## config.mk

```make
export PLATFORM = sky130hd
export DESIGN_NAME = ddiff_sched
export DESIGN_NICKNAME = d
export VERILOG_FILES = /design/src/rtl/ddiff_sched.sv
export SDC_FILE = /design/constraint.sdc
export NUM_CORES = 1
export LEC_CHECK = 0
export BUFFER_PORTS_ARGS = -buffer_cell sky130_fd_sc_hd__buf_2
export CAP_MARGIN = 20
export CORE_ASPECT_RATIO = 2
export CORE_MARGIN = 3
export CORE_UTILIZATION = 60
export CTS_CLUSTER_SIZE = 12
export DETAILED_ROUTE_END_ITERATION = 10
export GPL_TIMING_DRIVEN = 0
export HOLD_SLACK_MARGIN = 0.08
export PLACE_DENSITY = 0.88
export SYNTH_ARGS = -nofsm -noshare
export SYNTH_HDL_FRONTEND = slang
export SYNTH_SLANG_ARGS = --single-unit
```

## constraint.sdc

```tcl
create_clock -name clk -period 9.3 [get_ports clk]
set_input_delay 1.86 -clock clk [delete_from_list [all_inputs] [get_ports clk]]
set_output_delay 1.86 -clock clk [all_outputs]
set_load 0.01 [all_outputs]
```

## src/rtl/ddiff_sched.sv

```systemverilog
// Shared sign-magnitude delayed-difference datapath, round-robin
// time-shared among NCH sample channels; results tagged with channel.
module ddiff_sched #(
    parameter  int NCH = 4,
    parameter  int W   = 16,
    localparam int CW  = $clog2(NCH)
) (
    input  logic             clk,
    input  logic             rst_n,
    input  logic             clr,
    input  logic [NCH-1:0]   in_valid,
    output logic [NCH-1:0]   in_ready,
    input  logic [NCH*W-1:0] in_mag,
    input  logic [NCH-1:0]   in_sign,
    output logic             out_valid,
    input  logic             out_ready,
    output logic [CW-1:0]    out_ch,
    output logic [W-1:0]     out_mag,
    output logic             out_sign,
    output logic             out_sat
);

    logic [NCH-1:0][W:0] prev_q, prev_d;
    logic [CW-1:0]       rr_q, rr_d;
    logic                out_valid_q, out_valid_d;
    logic [CW-1:0]       out_ch_q, out_ch_d;
    logic [W-1:0]        out_mag_q, out_mag_d;
    logic                out_sign_q, out_sign_d;
    logic                out_sat_q, out_sat_d;

    logic          slot_free;
    logic          gnt_vld;
    logic [CW-1:0] gnt;
    logic [CW-1:0] idx;
    logic          take;

    assign slot_free = !out_valid_q || out_ready;

    // Round-robin search starting at rr_q, wrapping modulo NCH
    always_comb begin
        gnt_vld = 1'b0;
        gnt     = '0;
        idx     = '0;
        for (int k = 0; k < NCH; k++) begin
            idx = CW'((int'(rr_q) + k) % NCH);
            if (!gnt_vld && in_valid[idx]) begin
                gnt_vld = 1'b1;
                gnt     = idx;
            end
        end
    end

    assign take = rst_n && slot_free && !clr && gnt_vld;

    always_comb begin
        in_ready = '0;
        if (take) begin
            in_ready[gnt] = 1'b1;
        end
    end

    logic [W-1:0] a_mag;
    logic         a_sgn_raw;
    logic         a_sgn;
    logic [W:0]   b_word;
    logic [W-1:0] b_mag;
    logic         b_sgn;
    logic [W:0]   sum;
    logic [W-1:0] diff;
    logic [W:0]   res_mag;
    logic         res_sgn;
    logic         res_sat;
    logic [W-1:0] fin_mag;
    logic         fin_sgn;

    always_comb begin
        a_mag     = '0;
        a_sgn_raw = 1'b0;
        b_word    = '0;
        for (int i = 0; i < NCH; i++) begin
            if (gnt == CW'(i)) begin
                a_mag     = in_mag[i*W +: W];
                a_sgn_raw = in_sign[i];
                b_word    = prev_q[i];
            end
        end
    end

    // A -0 input behaves as +0 both in this result and in stored history
    assign a_sgn = a_sgn_raw && (a_mag != '0);
    assign b_mag = b_word[W-1:0];
    assign b_sgn = b_word[W];

    always_comb begin
        sum     = {1'b0, a_mag} + {1'b0, b_mag};
        diff    = (a_mag >= b_mag) ? (a_mag - b_mag) : (b_mag - a_mag);
        res_mag = sum;
        res_sgn = a_sgn;
        if (a_sgn == b_sgn) begin
            res_mag = {1'b0, diff};
            res_sgn = b_sgn ? (a_mag > b_mag) : (a_mag < b_mag);
        end
        res_sat = res_mag[W];
        fin_mag = res_sat ? '1 : res_mag[W-1:0];
        fin_sgn = res_sgn && (res_mag != '0);
    end

    always_comb begin
        prev_d      = prev_q;
        rr_d        = rr_q;
        out_valid_d = out_valid_q;
        out_ch_d    = out_ch_q;
        out_mag_d   = out_mag_q;
        out_sign_d  = out_sign_q;
        out_sat_d   = out_sat_q;
        if (clr) begin
            prev_d      = '0;
            rr_d        = '0;
            out_valid_d = 1'b0;
        end else if (take) begin
            prev_d[gnt] = {a_sgn, a_mag};
            rr_d        = (int'(gnt) == NCH - 1) ? '0 : gnt + 1'b1;
            out_valid_d = 1'b1;
            out_ch_d    = gnt;
            out_mag_d   = fin_mag;
            out_sign_d  = fin_sgn;
            out_sat_d   = res_sat;
        end else if (out_valid_q && out_ready) begin
            out_valid_d = 1'b0;
        end
    end

    always_ff @(posedge clk or negedge rst_n) begin
        if (!rst_n) begin
            prev_q      <= '0;
            rr_q        <= '0;
            out_valid_q <= 1'b0;
            out_ch_q    <= '0;
            out_mag_q   <= '0;
            out_sign_q  <= 1'b0;
            out_sat_q   <= 1'b0;
        end else begin
            prev_q      <= prev_d;
            rr_q        <= rr_d;
            out_valid_q <= out_valid_d;
            out_ch_q    <= out_ch_d;
            out_mag_q   <= out_mag_d;
            out_sign_q  <= out_sign_d;
            out_sat_q   <= out_sat_d;
        end
    end

    assign out_valid = out_valid_q;
    assign out_ch    = out_ch_q;
    assign out_mag   = out_mag_q;
    assign out_sign  = out_sign_q;
    assign out_sat   = out_sat_q;

    // Sources must hold a presented sample until it is accepted
    for (genvar i = 0; i < NCH; i++) begin : g_src
        a_hold: assert property (
            @(posedge clk) disable iff (!rst_n)
            in_valid[i] && !in_ready[i] |=>
                in_valid[i] && $stable(in_mag[i*W +: W]) &&
                $stable(in_sign[i]));
    end

    a_onehot: assert property (
        @(posedge clk) disable iff (!rst_n) $onehot0(in_ready));

    a_out_hold: assert property (
        @(posedge clk) disable iff (!rst_n)
        out_valid && !out_ready && !clr |=>
            out_valid && $stable(out_mag) && $stable(out_ch) &&
            $stable(out_sign) && $stable(out_sat));

endmodule

```

======== Yosys cells after proc, flatten, opt, wreduce, memory -nomap -nowiden ========
Cells that the tools add are included.
storage, ports and cells
  output and inout port bits .............. 25
  word-level logic and storage cells ...... 101
  bits in registers ....................... 91
operators by class
  $lt $le $gt $ge ......................... 9
  mux-type cells .......................... 47
  reduce and logical (&&, ||, !) cells .... 22
  bitwise gates (word level) .............. 1
  add/sub/neg operators ................... 7
  equal/unequal tests ..................... 5
operators by type and width
  kind                   number
  $mux W68               2
  $mux W17               6
  $mux W16               6
  $bwmux W68             1
  $demux W17 S2          1
  $sub A16 B16 Y16       2
  $mux W1                18
  $add A16 B16 Y17       1
  $reduce_bool A17 Y1    1
  $ge A16 B16 Y1         1
  $gt A16 B16 Y1         1
  $lt A16 B16 Y1         1
  $reduce_bool A16 Y1    1
  $lt A2 B3 Y1 const B   5
  $mux W2                7
  $logic_and A1 B1 Y1    10
  $bmux W1 S2            4
  $logic_not A1 Y1       5
  $add A2 B1 Y2 const B  2
  $add A2 B2 Y2 const B  2
  $eq A2 B1 Y1 const B   2
  $eq A2 B2 Y1 const B   2
  $mux W4                1
  $reduce_bool A3 Y1     1
  8 further kinds        8

======== Depth between registers and ports, before layout ========
Gate-level depths: netlist of run 1.
  word-level depth ........................ 23
  mapped depth ............................ 31
  depth with buffers taken out ............ 27

======== Least setup slack after synthesis of run 1 ========
OpenSTA, ideal clock, no wires.
  path kind ............................... input port to flip-flop
  start ................................... in in_valid[3]
  end ..................................... reg out_sign_q (netlist: out_sign)
  path slack .............................. 2.362 ns
  buffers on the path ..................... 4
  arrival time ............................ 6.796 ns
  data required time ...................... 9.158 ns
  cell stages on the path ................. 27
  cells stage by stage .................... nor2_1 nand2_1 o21ai_0 a221oi_1 inv_1 ha_1 buf_2 buf_1 buf_1 a221o_1 o21ai_0 nor2_1 a21o_1 ha_1 fa_1 nor2_1 o221ai_1 a31o_2 o22ai_1 nor2_1 buf_2 a2111oi_0 o221ai_1 o21a_1 xnor2_1 nor4_2 a41oi_1
on the way
  longest elaborated chain between the ends .. 23
  elaborated cells between the ends (all ways) .. 55
  classes of those cells .................. add/sub (3); order compare (3); eq/ne (4); mux (32); reduce/logical (13)
RTL lines
  item                                                                       RTL line  text
  start, declared                                                            11        input logic [NCH-1:0] in_valid,
  $bmux W1 S2                                                                46        if (!gnt_vld && in_valid[idx]) begin
  $mux W1 (not written as such)                                              46
  $mux W1                                                                    46
  $logic_not A1 Y1                                                           46
  $logic_and A1 B1 Y1                                                        46
  $mux W1                                                                    46
  $logic_not A1 Y1                                                           46
  $logic_and A1 B1 Y1                                                        46
  $mux W1                                                                    46
  $logic_not A1 Y1                                                           46
  $logic_and A1 B1 Y1                                                        46
  $mux W2 (*)                                                                46
  net gnt[1]                                                                 33        logic [CW-1:0] gnt;
  parallel branches: the longest is 10 deep, another holds $sub A16 B16 Y16  --
  $logic_and A1 B1 Y1 (*)                                                    105       fin_sgn = res_sgn && (res_mag != '0);
  end signal, assigned                                                       148       out_sign_q <= out_sign_d;
  end, declared                                                              28        logic out_sign_q, out_sign_d;
Mark *: on every way through the listed nets, which the timed path passes. The select of a mux whose other input is x is not followed.
A chain may end at the register's enable or synchronous reset.

======== Worst setup path in the final report of run 1 ========
Ends and elaborated chain as after synthesis.

==> results.md, run 1 <==
* Fin crit period at 8580 ps
* Hold_buf cts at 0
* Avg WL per Cell at 21.3 um
* Clock power share at 18.3%
* Vias in the first global route at 7,820
* Pwr dens at approximately 240 nW/um^2
* Combinational share of power at approximately three fifths
* Critical path arrival at 8780 ps
* Core box area at 12,200 um^2
* Share of post-route cells with drive strength above 1 at 13.9%
* Leakage power at 3.98 nW
* Site row count at 57
* First-pass GRT wire length at about 40 mm
* Die width at around 85 um
* CTS Buffer Depth at 2
* FF-to-FF Start: rr_q[0]$_DFFE_PN0P_
* Pin slew with the least headroom to its limit at approximately 1100 ps
* Worst skew pair latency at 360 ps
* Yosys synthesis warning count at 0
* Hold WS at 498 ps
* Mapped Area at between 7000 and 8000 um^2
* Area occupied by multi-input gates at around 4700 um^2
* Critical path class: input pin to register
* Hold crit path type: register to register
* Sequential area share after synthesis at ~30%
* Net Sw Frac at 48.8%
* Clock-pin slew on the worst setup and hold paths at ~80 ps
* Setup slack, reg-to-reg at around 1800 ps
* Distinct cells, synth at 80
* Max IR drop VDD at 0.000161 V
* Register area at 2280 um^2
* Synth-to-Final Area Change at 13.4%
* Final HPWL DP at 20.9 mm
* DRC viols at 0
* Crit path max-delay cell type: nor4_2
* Fillcell total at 1,039
* Synthesized instance count at ~1,000
* Crit path capture: out_sign$_DFFE_PN0P_
* Critical Path End Type: register
* Initial antenna violation count at 0
* Number of setup buffers added after CTS at 0
* Crit path max-delay family: buffers and inverters
* Synth Flop Type: dfrtp_1
* Sum Neg Setup Slack at 0 ps
* F_max at 0.116 GHz
* 1st-pass router iterations at 6
* Internal power at approximately 1.1 mW
* EDFF count, synth at 0
* Post-route ant nets at 0
* Clk root buf: clkbuf_16
* Die height at 164 um
* Final core occ at 70.1%
* Total track usage at 37.0%
* PortBufs at 99
* Yosys reg bits at slightly above 90
* Largest net degree at the start of global routing at 69
* Pins over their slew limit at 0
* Ports at 101
* Worst Path Required at between 9000 and 10,000 ps
* Routed WL at 26.3 mm
* Syn avg cell area at 7.73 um^2
* Crit Path Max Fanout at 10
* GPL Wtd Cong at 1.06
* Outcome: complete, no violations
* Period utilisation layout at 92.3%
* Vias per inst at 6.49
* Final worst slack at 716 ps
* Crit path from: in_valid[3]
* N_diodes at 0
* Final #Nets at 1,215
* Max Cap Violations at 0
* Post-synthesis async set-or-reset flop share at 100%
* CTS buffer count at 9
* Place WS at 649 ps
* End of the worst register-to-register path: out_sign$_DFFE_PN0P_
* Seq pwr share at 22.7%
* Number of H-tree levels at 3
* CP most frequent cell: a21oi_1
* Slowest stage delay, CP at 540 ps
* Skew final at 10.2 ps
* Starting Density at between 60% and 70%
* CTS tree: built
* Synth Net Count at about 1.1k
* CTS sink count at 91
* WP depth at 30
* RSZ-0062 raised after global routing: no
* 1st-iter DRT viols at between 600 and 700
* Switch Pwr at between 1 and 1.5 mW
* FF-to-FF path depth at 30
* Number of gates resized after cts at 0
* Hold Vio Cnt, Final at 0
* Crit path launch type: input pin
* # setup viols final at 0
* GRT overflow at 0
* Routed vias at roughly 8k
* Die ar. at 14,000 um^2
* Buf+Inv Stages, Crit Path at 7
* Slew headroom at roughly 28%
==> worst reg2reg max path, delay by kind of cell, from the launching register on <==
| kind | cells | cell delay (ps) |
|---|---|---|
| adders and majority gates | 2 | 570 |
| xor gates and xnor gates | 1 | 260 |
| AOI/OAI and AO/OA | 10 | 1650 |
| muxes | 1 | 390 |
| buffers and inverters | 7 | 2100 |
| DFF | 1 | 410 |
| and+or+nand+nor | 9 | 1940 |
==> layout by cell type (no fill, tap or decap), drive strengths merged, types with 9 or more instances in the layout <==
| cell | count |
|---|---|
| dfrtp | 91 |
| nand2 | 144 |
| o22ai | 15 |
| a211oi | 21 |
| nand2b | 22 |
| o22a | 9 |
| o21ai | 61 |
| or3 | 9 |
| a21oi | 108 |
| a21o | 23 |
| buf | 122 |
| o211ai | 9 |
| nor2 | 94 |
| nand3 | 11 |
| inv | 73 |
| nor4 | 13 |
| clkbuf | 49 |
| ha | 51 |
| a221o | 10 |
| nor3 | 12 |
| a31oi | 9 |
==> how the worst min path moves through the flow <==
stage,from,end,slack (ps),cells past startpoint
2_1_floorplan,prev_q[33]$_DFFE_PN0P_,prev_q[33]$_DFFE_PN0P_,480,2
3_5_place_dp,out_ch[0]$_DFFE_PN0P_,out_ch[0]$_DFFE_PN0P_,480,2
5_1_grt,out_ch[0]$_DFFE_PN0P_,out_ch[0]$_DFFE_PN0P_,510,2
4_1_cts,out_ch[0]$_DFFE_PN0P_,out_ch[0]$_DFFE_PN0P_,500,2
6_report,out_ch[0]$_DFFE_PN0P_,out_ch[0]$_DFFE_PN0P_,500,2
3_3_place_gp,out_ch[0]$_DFFE_PN0P_,out_ch[0]$_DFFE_PN0P_,470,2
==> kinds of logic (layout without fill, tap and decap cells) <==
group / count (synthesis) / in the layout / share of synthesized area [%]
and+or+nand+nor: 349 / 349 / 22.0
AOI/OAI and AO/OA: 331 / 331 / 28.8
buffers and inverters: 130 / 246 / 7.11
DFF: 91 / 91 / 30.2
adders and majority gates: 54 / 54 / 9.27
muxes: 10 / 10 / 1.58
xor gates and xnor gates: 9 / 9 / 1.05
==> per-stage QoR <==
| stage | total power, mW | std cells | cell area, um^2 |
|---|---|---|---|
| final | 2.09 | 1237 | 8540 |
| after global routing | 2.20 | 1237 | 8540 |
| after CTS | 2.05 | 1237 | 8540 |
| after detailed placement | 1.67 | 1221 | 8240 |
| after global placement | 1.66 | 1220 | 8210 |
| after floorplan | 1.32 | 974 | 7530 |
==> area by class of cell <==
type,count,share of cell area [%]
inverter,68,2.99
timing repair buffer,100,6.15
multi-input combinational,753,55.2
clock buffer,9,2.64
clock inverter,7,0.893
buffer,62,3.28
sequential,91,26.7
tap,147,2.15
==> synth_stat cells, drive strengths merged (10+ instances only) <==
cell type | n | share of area (%)
o22ai | 15 | 1.2
nor3 | 12 | 0.80
nand2b | 22 | 1.9
ha | 51 | 8.5
a21o | 23 | 2.3
nand2 | 144 | 7.3
inv | 68 | 3.4
clkbuf | 40 | 2.0
dfrtp | 91 | 30
nor4 | 13 | 1.2
a221o | 10 | 1.3
o21ai | 61 | 4.1
a211oi | 21 | 2.1
nand3 | 11 | 0.73
nor2 | 94 | 4.9
a21oi | 108 | 7.2
buf | 22 | 1.7
==> power groups by stage <==
stage	combinational, mW	sequential (mW)	clock (mW)
floorplan	0.817	0.500	0
global placement	1.18	0.480	0
finish	1.24	0.474	0.382
global route	1.32	0.479	0.394
detailed placement	1.19	0.483	0
CTS	1.20	0.475	0.377
==> sequential cells by signal, indices dropped and copies added (netlist names) <==
name / count
out_ch: 2
out_mag: 16
out_sat: 1
out_sign: 1
out_valid: 1
prev_q: 68
rr_q: 2
==> per-layer routing <==
metal  vias up  global-route usage, %  part of all wire, %
met4         0                   30.0                  9.7
met3       162                   4.89                  5.8
met1      3745                   36.7                   33
li1       3672                      -                    -
met5         -                      0                    0
met2       450                   67.0                   51
No activity file was read; power rests on OpenSTA's default activity.
==> inputs of run 2 (changes only) <==
--- a/config.mk
+++ b/config.mk
@@ -5,6 +5,7 @@
 export SDC_FILE = /design/constraint.sdc
 export NUM_CORES = 1
 export LEC_CHECK = 0
+export ABC_AREA = 1
 export BUFFER_PORTS_ARGS = -buffer_cell sky130_fd_sc_hd__buf_2
 export CAP_MARGIN = 20
 export CORE_ASPECT_RATIO = 2
@@ -14,7 +15,9 @@
 export DETAILED_ROUTE_END_ITERATION = 10
 export GPL_TIMING_DRIVEN = 0
 export HOLD_SLACK_MARGIN = 0.08
-export PLACE_DENSITY = 0.88
+export PLACE_DENSITY = 0.87
+export RECOVER_POWER = 100
+export SLEW_MARGIN = 20
 export SYNTH_ARGS = -nofsm -noshare
 export SYNTH_HDL_FRONTEND = slang
 export SYNTH_SLANG_ARGS = --single-unit
==> run 2 against run 1 <==
  * Via count increased by 3.1%
  * Final area increased by 1.1%
  * Hold slack got worse by 2.0 ps
  * Clock skew increased by 6.6 ps
  * Sequential share of layout area decreased by 0.28 points
  * Worst setup slack got worse by 35 ps
  * Critical endpoint is now out_mag[6]$_DFFE_PN0P_
==> results.md, run 2 <==
* 1st-pass router iterations at 6
* Slowest stage delay, CP at 820 ps
* WL met3 at 1.90 mm
* Crit path max-delay cell type: a21boi_0
* Synthesized instance count at roughly 1.1k
* Worst skew pair latency at 370 ps
* Crit path launch type: input pin
* CTS Buffer Depth at 2
* Final core occ at 68.8%
* Hold_buf cts at 0
* Routed vias at 8,279
* F_max at 0.116 GHz
* M1 WL at 7.98 mm
* Most flops, register: prev_q
* Largest net degree at the start of global routing at 75
* Worst Path Required at 9550 ps
* RSZ-0062 raised after global routing: no
* Hold Vio Cnt, Final at 0
* Post-DP Area at 8450 um^2
* Hold WS at about 500 ps
* Critical Path End Type: register
* First-pass GRT wire length at 40.8 mm
* Die ar. at 14,400 um^2
* CTS tree: built
* Fin crit period at 8620 ps
* Synth Flop Type: dfrtp_1
* Sequential area share after synthesis at 29.5%
* Share of post-route cells with drive strength above 1 at ~12%
* Outcome: complete, no violations
* Vias per inst at 6.01
* Post-synthesis async set-or-reset flop share at 100%
* Top cells by area, synth: dfrtp_1, nand2_1, ha_1, inv_1, nor2_1
* Most frequent cells in the layout: nand2_1, inv_1, nor2_1
* DRC viols at 0
* Mapped Area at a little under 8000 um^2
* Post-synth top cells: nand2_1, inv_1, nor2_1
* Top-area cell type share of the netlist area at 29.5%
* Initial antenna violation count at 0
* Number of setup buffers added after CTS at 0
* Skew final at 16.9 ps
* Critical path arrival at between 8000 and 9000 ps
* PortBufs at 100
* Period utilisation layout at 92.7%
* Most frequent cell after synthesis: nand2_1
* Hold crit path type: register to register
* Total track usage at 36.7%
* Post-route ant nets at 0
* Avg WL per Cell at 18.9 um
* CTS sink count at 91
* Pins over their slew limit at 0
* Clk root buf: clkbuf_16
* Yosys reg bits at 91
* Sum Neg Setup Slack at 0 ps
* Syn avg cell area at around 7.0 um^2
* Die height at 166 um
* Final HPWL DP at 20.6 mm
* Core box area at 12,600 um^2
* Most common cell after layout, fill and taps aside: nand2_1
* Synth Net Count at 1,241
* Max Cap Violations at 0
* Slew headroom at 21.9%
* Pin slew with the least headroom to its limit at roughly 1200 ps
* Final #Nets at around 1.4k
* CTS buffer count at 9
* Site row count at 58
* N_diodes at 0
* GPL Wtd Cong at 1.01
* Starting Density at 61.5%
* 1st-iter DRT viols at ~660
* Routed WL at 26.0 mm
* Max reg flops at 68
* Yosys synthesis warning count at 0
* Met2 routed WL at 13.6 mm
* Top Metal Used: met4
* Critical path class: input pin to register
* # setup viols final at 0
* Ports at 101
* EDFF count, synth at 0
* Number of gates resized after cts at 0
* Distinct cells, synth at 45
* Vias in the first global route at 8,482
* GRT overflow at 0
* Design Area, Final at 8640 um^2
* Clock-pin slew on the worst setup and hold paths at ~90 ps
* Area leader, netlist: dfrtp_1
* Crit Path Max Fanout at 10
* Number of H-tree levels at 3
* Synth-to-Final Area Change at 11.8%
* Die width at 86.2 um
[run 2: cell count changes after synthesis, moves of 20 or more]
cell      previous run  this run
nand2_1            143       275
inv_1               66       145
o22ai_1             15        53
nand3_1             11        47
a21oi_1            107        74
xor2_1               2        35
clkbuf_1            40        12
nand2b_1            21         0
o21ai_0             61        40
a211oi_1            21         1
a21o_1              23         3
[run 2: cells by family (layout without fill, tap and decap cells)]
| group | count (synthesis) | count (layout) | synth area share (%) |
|---|---|---|---|
| adder cells (fa/ha/maj) | 54 | 54 | 9.04 |
| buffers and inverters | 207 | 324 | 11.7 |
| AND/OR/NAND/NOR | 478 | 478 | 25.8 |
| flip-flops | 91 | 91 | 29.5 |
| multiplexers | 3 | 3 | 0.389 |
| XOR/XNOR | 35 | 35 | 3.97 |
| AO/OA/AOI/OAI | 243 | 243 | 19.6 |
[run 2: final timing paths]
path,from,to,slack [ps],depth (start not counted)
max,in_valid[0],out_mag[6]$_DFFE_PN0P_,680,31
min,out_ch[1]$_DFFE_PN0P_,out_ch[1]$_DFFE_PN0P_,500,2
max reg2reg,rr_q[0]$_DFFE_PN0P_,out_mag[6]$_DFFE_PN0P_,1720,32
min reg2reg,out_ch[1]$_DFFE_PN0P_,out_ch[1]$_DFFE_PN0P_,500,2
max in group asynchronous,rst_n,prev_q[22]$_DFFE_PN0P_,6640,2
min in group asynchronous,rst_n,out_sat$_DFFE_PN0P_,1700,1
[run 2: cell type report]
cell class                      instances  area, um^2
Buffer                                 52         284
Clock buffer                            9         225
Clock inverter                          7        62.6
Fill cell                            1228        3920
Inverter                              155         584
Multi-Input combinational cell        813        4520
Sequential cell                        91        2280
Tap cell                              150         188
Timing Repair Buffer                  101         494
[run 2: metrics by stage]
step | setup slack, ps | std cells
6_report | 681 | 1378
5_1_grt | 528 | 1378
4_1_cts | 1430 | 1378
3_5_place_dp | 1050 | 1362
3_3_place_gp | 1170 | 1361
2_1_floorplan | 2920 | 1111
[run 2: metal layers]
metal | GRT usage, % | vias up
met5 | 0 | -
met4 | 29.9 | 0
met3 | 5.05 | 165
met2 | 67.7 | 533
met1 | 34.0 | 3738
li1 | - | 3843
[run 2: worst max-delay path, delay by kind of cell]
family,cells,cell delay (ps)
xor gates and xnor gates,1,400
buffers and inverters,9,2070
and+or+nand+nor,8,1020
AOI/OAI and AO/OA,10,2700
adders and majority gates,3,840
Power of run 2 is not shown: default switching activity piles up to over one toggle a cycle in this logic, so the estimate is an artifact.
